### src/rtl/mux_scan_serializer.sv
// Registered N:1 bit selector with an optional scan mode that captures the input word
// and shifts it out one bit per clock, ascending or descending, with busy/done handshake.
module mux_scan_serializer #(
    parameter int unsigned WIDTH = 8,
    parameter int unsigned SEL_W = 3
) (
    input  logic             clk,
    input  logic             rst,
    input  logic [WIDTH-1:0] I,
    input  logic [SEL_W-1:0] S,
    input  logic [1:0]       mode,
    input  logic             start,
    output logic             Out1,
    output logic [SEL_W-1:0] cur_sel,
    output logic             busy,
    output logic             done
);

    typedef enum logic [0:0] {StIdle, StScan} state_e;

    localparam logic [SEL_W-1:0] LastIdx    = SEL_W'(WIDTH - 1);
    localparam logic [1:0]       ModeStatic = 2'b00;
    localparam logic [1:0]       ModeAsc    = 2'b01;
    localparam logic [1:0]       ModeDesc   = 2'b10;

    state_e           r_state, w_state_d;
    logic [WIDTH-1:0] r_shadow, w_shadow_d;
    logic             r_desc, w_desc_d;
    logic             r_out, w_out_d;
    logic [SEL_W-1:0] r_sel, w_sel_d;
    logic             r_busy, w_busy_d;
    logic             r_done, w_done_d;

    logic             w_scan_go;
    logic             w_s_in_range;
    logic [SEL_W-1:0] w_end_sel;
    logic [SEL_W-1:0] w_sel_step;
    logic             w_at_end;

    assign w_scan_go    = (r_state == StIdle) && start && ((mode == ModeAsc) || (mode == ModeDesc));
    assign w_s_in_range = 32'(S) < WIDTH;
    assign w_end_sel    = r_desc ? '0 : LastIdx;
    assign w_at_end     = (r_sel == w_end_sel);
    assign w_sel_step   = r_desc ? (r_sel - SEL_W'(1)) : (r_sel + SEL_W'(1));

    always_ff @(posedge clk) begin
        if (rst) begin
            r_state  <= StIdle;
            r_shadow <= '0;
            r_desc   <= 1'b0;
            r_out    <= 1'b0;
            r_sel    <= '0;
            r_busy   <= 1'b0;
            r_done   <= 1'b0;
        end else begin
            r_state  <= w_state_d;
            r_shadow <= w_shadow_d;
            r_desc   <= w_desc_d;
            r_out    <= w_out_d;
            r_sel    <= w_sel_d;
            r_busy   <= w_busy_d;
            r_done   <= w_done_d;
        end
    end

    always_comb begin
        w_state_d = r_state;
        unique case (r_state)
            StIdle:  if (w_scan_go) w_state_d = StScan;
            StScan:  if (w_at_end) w_state_d = StIdle;
            default: w_state_d = StIdle;
        endcase
    end

    always_comb begin
        w_shadow_d = r_shadow;
        w_desc_d   = r_desc;
        w_out_d    = r_out;
        w_sel_d    = r_sel;
        w_busy_d   = 1'b0;
        w_done_d   = 1'b0;
        unique case (r_state)
            StIdle: begin
                if (mode == ModeStatic) begin
                    w_sel_d = S;
                    w_out_d = w_s_in_range ? I[S] : 1'b0;
                end else if (w_scan_go) begin
                    w_shadow_d = I;
                    w_desc_d   = (mode == ModeDesc);
                    w_busy_d   = 1'b1;
                    if (mode == ModeDesc) begin
                        w_sel_d = LastIdx;
                        w_out_d = I[WIDTH-1];
                    end else begin
                        w_sel_d = '0;
                        w_out_d = I[0];
                    end
                end
            end
            StScan: begin
                // On the last index the outputs simply hold while the FSM drops back to idle.
                if (!w_at_end) begin
                    w_sel_d  = w_sel_step;
                    w_out_d  = r_shadow[w_sel_step];
                    w_busy_d = 1'b1;
                    w_done_d = (w_sel_step == w_end_sel);
                end
            end
            default: begin
                w_busy_d = 1'b0;
            end
        endcase
    end

    assign Out1    = r_out;
    assign cur_sel = r_sel;
    assign busy    = r_busy;
    assign done    = r_done;

endmodule

### config.mk
export PLATFORM = sky130hd
export DESIGN_NAME = mux_scan_serializer
export DESIGN_NICKNAME = d
export VERILOG_FILES = /design/src/rtl/mux_scan_serializer.sv
export SDC_FILE = /design/constraint.sdc
export NUM_CORES = 1
export LEC_CHECK = 0
export ABC_AREA = 1
export CORE_MARGIN = 10
export CORE_UTILIZATION = 40
export CTS_BUF_LIST = sky130_fd_sc_hd__clkbuf_8
export CTS_CLUSTER_DIAMETER = 80
export CTS_CLUSTER_SIZE = 40
export DETAILED_ROUTE_END_ITERATION = 6
export GPL_TIMING_DRIVEN = 0
export HOLD_SLACK_MARGIN = 0.06
export PLACE_DENSITY = 0.65
export SYNTH_ARGS = -nofsm -noshare
export SYNTH_HDL_FRONTEND = slang
export SYNTH_SLANG_ARGS = --single-unit
### constraint.sdc
create_clock -name clk -period 2.1 [get_ports clk]
set_clock_uncertainty 0.2 [all_clocks]
set_input_delay 0.63 -clock clk [delete_from_list [all_inputs] [get_ports clk]]
set_output_delay 0.63 -clock clk [all_outputs]
set_load 0.005 [all_outputs]
==> metrics.cfg <==
[logic_synthesis]
yosysTopAreaCell=dfxtp_1
synth.area.top_cells=dfxtp_1 (31%), nand2_1 (14%), inv_1 (8.8%), a21oi_1 (7.8%), nand3_1 (7.3%)
synthArstFlopShare_pct=0
synth_fa_ha_area_share_pct=5.60
yosysMostFrequentCell=nand2_1
synth_ff_type=dfxtp_1
postSynthNetCount=176
synthXorXnorAreaFrac_pct=0
synth_edf_count=0
synthDistinctLibCells=22
synth_compound_area_share_pct=18.4
synth_top_family_by_area=simple AND/OR/NAND/NOR gates
netlist_instances=156
synthMuxAreaShare_pct=0
synthesis.area_um2=1030
ys_seq_area_share_pct=31.1
yosysTopAreaCellShare_pct=31.1
yosys_register_bits=16
syn-mean-instance-area_um2=6.59
synth_commonest_cells=nand2_1 (38), inv_1 (24), a21oi_1 (16), dfxtp_1 (16), nand3_1 (15)
synthSimpleGateAreaFrac_pct=31.0
yosysWarnings=0

[placement]
globalplace.congestion=0.874
dp.cells=207
hpwl_um=2020
placed_area_um2=1280
io_buffers=21

[timing]
setup_viol=0
final_hold_viol_count=0
drv_slew=0
rsz0062_at_grt=false
tightest_slew_ns=0.251
min_period_over_period_pct=95.5
period_minus_slack_ns=2.01
relSlewSlack_pct=83.2
max_freq_ghz=0.499

[routing]
dr.pass1.iters=4
ant_nets=0
routed_wl_um=2540
vias=1047
vias_per_cell=4.92
drtIter0Drc=52
wl_per_cell_um=11.9
drc=0

[worst_setup_path]
critical_path_class=reg2out
end_kind=output pin
path_buf_inv=1
arrival_ns=1.18
cp_max_fo=3
start_kind=flip-flop
required_ns=1.27
r2r.worst_path.cells=10
cp_slowest_cell=clkdlybuf4s50_1
path_depth=1
critical_path.top_delay_family=buffers and inverters
worstPathCellList=clkdlybuf4s50_1
worst_path_largest_cell_delay_ns=0.53

[floorplan]
die_w_um=70.7
die_h_um=70.7
initial_utilization_pct=41.9
fp-row-count=18
boundaryPins=22
fp.dieArea_um2=5000
core_um2=2450

[clock_tree]
holdBufCountCts=0
ctsLongestPathBuffers=2
cts_buffers=3
htreeDepth=1
cts.clk_slew.worst_paths_ns=0.07
root_buffer=clkbuf_8
cts_tree=built
worstSkewPairLatency_ns=0.25
cts.sink_count=16

[pwr]
p_per_area_nw_per_um2=654
p_sw_uw=286
power_frac_seq_pct=38.6
p_sw_share_pct=31.3
p_comb_share_pct=31.0
p_leak_nw=0.651
max-vdd-ir-drop_mv=0.501
p_clk_share_pct=30.4
internal_power_uw=628

[outcome]
status=complete, no violations

[global_route]
grt_max_degree=11
grtUsageTotal_pct=10.4
grt-ovfl-total=0
grt_pass1_vias=1003
grt_pass1_wl_um=4450
antenna_found_initial=0

[finish]
fillers=243
design_area_um2=1400
seqCellArea_um2=322
multiInputGateArea_um2=593
area_delta_synth_final_pct=36.0
final_cell_count_no_fill=213
drive_gt1_share_pct=16.4
final_nets=204
antennaDiodeCount=0
finish.utilization_pct=57.0

[job]
maxCapViolCount=0

[worst_hold_path]
hold_path_class=reg2reg
whs_path_depth=2

flip-flops by register name, summed over array words and instances, names as in the netlist:
register and flops:
r_shadow 8, r_desc 1, done 1, r_state 1, Out1 1, busy 1
cur_sel 3
repair_timing:
action	in CTS	in global routing
endpoints found under the setup margin	9	13
buffers inserted	1	0
pin swaps	1	1
resized for setup	11	6
gates cloned	0	1
layout make-up:
type | count | share of cell area (%)
Sequential cell | 16 | 23.0
Clock buffer | 4 | 3.94
Inverter | 30 | 8.32
Tap cell | 30 | 2.68
Multi-Input combinational cell | 107 | 42.4
Timing Repair Buffer | 23 | 17.4
Buffer | 3 | 2.24
through the flow:
stage / hold WS (ns) / power, mW / setup TNS (ns) / setup WS (ns)
detailed placement: 0.257 / 0.624 / -3.74 / -0.372
global route: 0.280 / 0.983 / 0 / 0.0273
finish: 0.261 / 0.914 / 0 / 0.0947
global placement: 0.252 / 0.620 / -3.38 / -0.360
CTS: 0.267 / 0.911 / 0 / 0.0112
floorplan: 0.229 / 0.528 / 0 / 0.216
routing by layer:
layer	track usage, %	share of wire, %
met4	3.01	0.83
met2	18.1	50
met3	3.91	4.6
met1	11.5	45
met5	0	0
logic make-up (layout without fill, tap and decap cells):
kind of cell    Yosys count  in the layout
compound gates           35             35
fa+ha+maj                 4              4
buf+inv                  33             60
flops                    16             16
simple gates             68             68
power groups by stage:
stage / Sequential [mW] / Combinational [mW] / Clock (mW)
detailed placement: 0.359 / 0.265 / 0
CTS: 0.352 / 0.275 / 0.284
finish: 0.352 / 0.283 / 0.278
global route: 0.357 / 0.321 / 0.305
global placement: 0.358 / 0.262 / 0
floorplan: 0.356 / 0.172 / 0
path summary, 6_finish.rpt:
kind,start,to,slack (ns)
worst min-delay path,r_shadow[1]$_SDFFE_PP0P_,r_shadow[1]$_SDFFE_PP0P_,0.26
worst max-delay path,cur_sel[0]$_SDFFE_PP0P_,cur_sel[0],0.09
worst min register to register,r_shadow[1]$_SDFFE_PP0P_,r_shadow[1]$_SDFFE_PP0P_,0.26
worst max register to register,cur_sel[0]$_SDFFE_PP0P_,Out1$_SDFFE_PP0P_,0.24
placed cells by master, fill, tap and decap left out, drive strengths merged:
cell           netlist  routed
ha                   3       3
buf                  2       3
clkdlybuf4s50        0      19
fa                   1       1
a21oi               16      16
o22ai                2       2
nand3               17      17
clkinv               1       1
dlymetal6s2s         0       1
clkbuf               1       6
dlygate4sd2          0       1
nor2                10      10
o21ai               17      17
nand2               41      41
inv                 29      29
dfxtp               16      16
No activity file was read; power rests on OpenSTA's default activity.
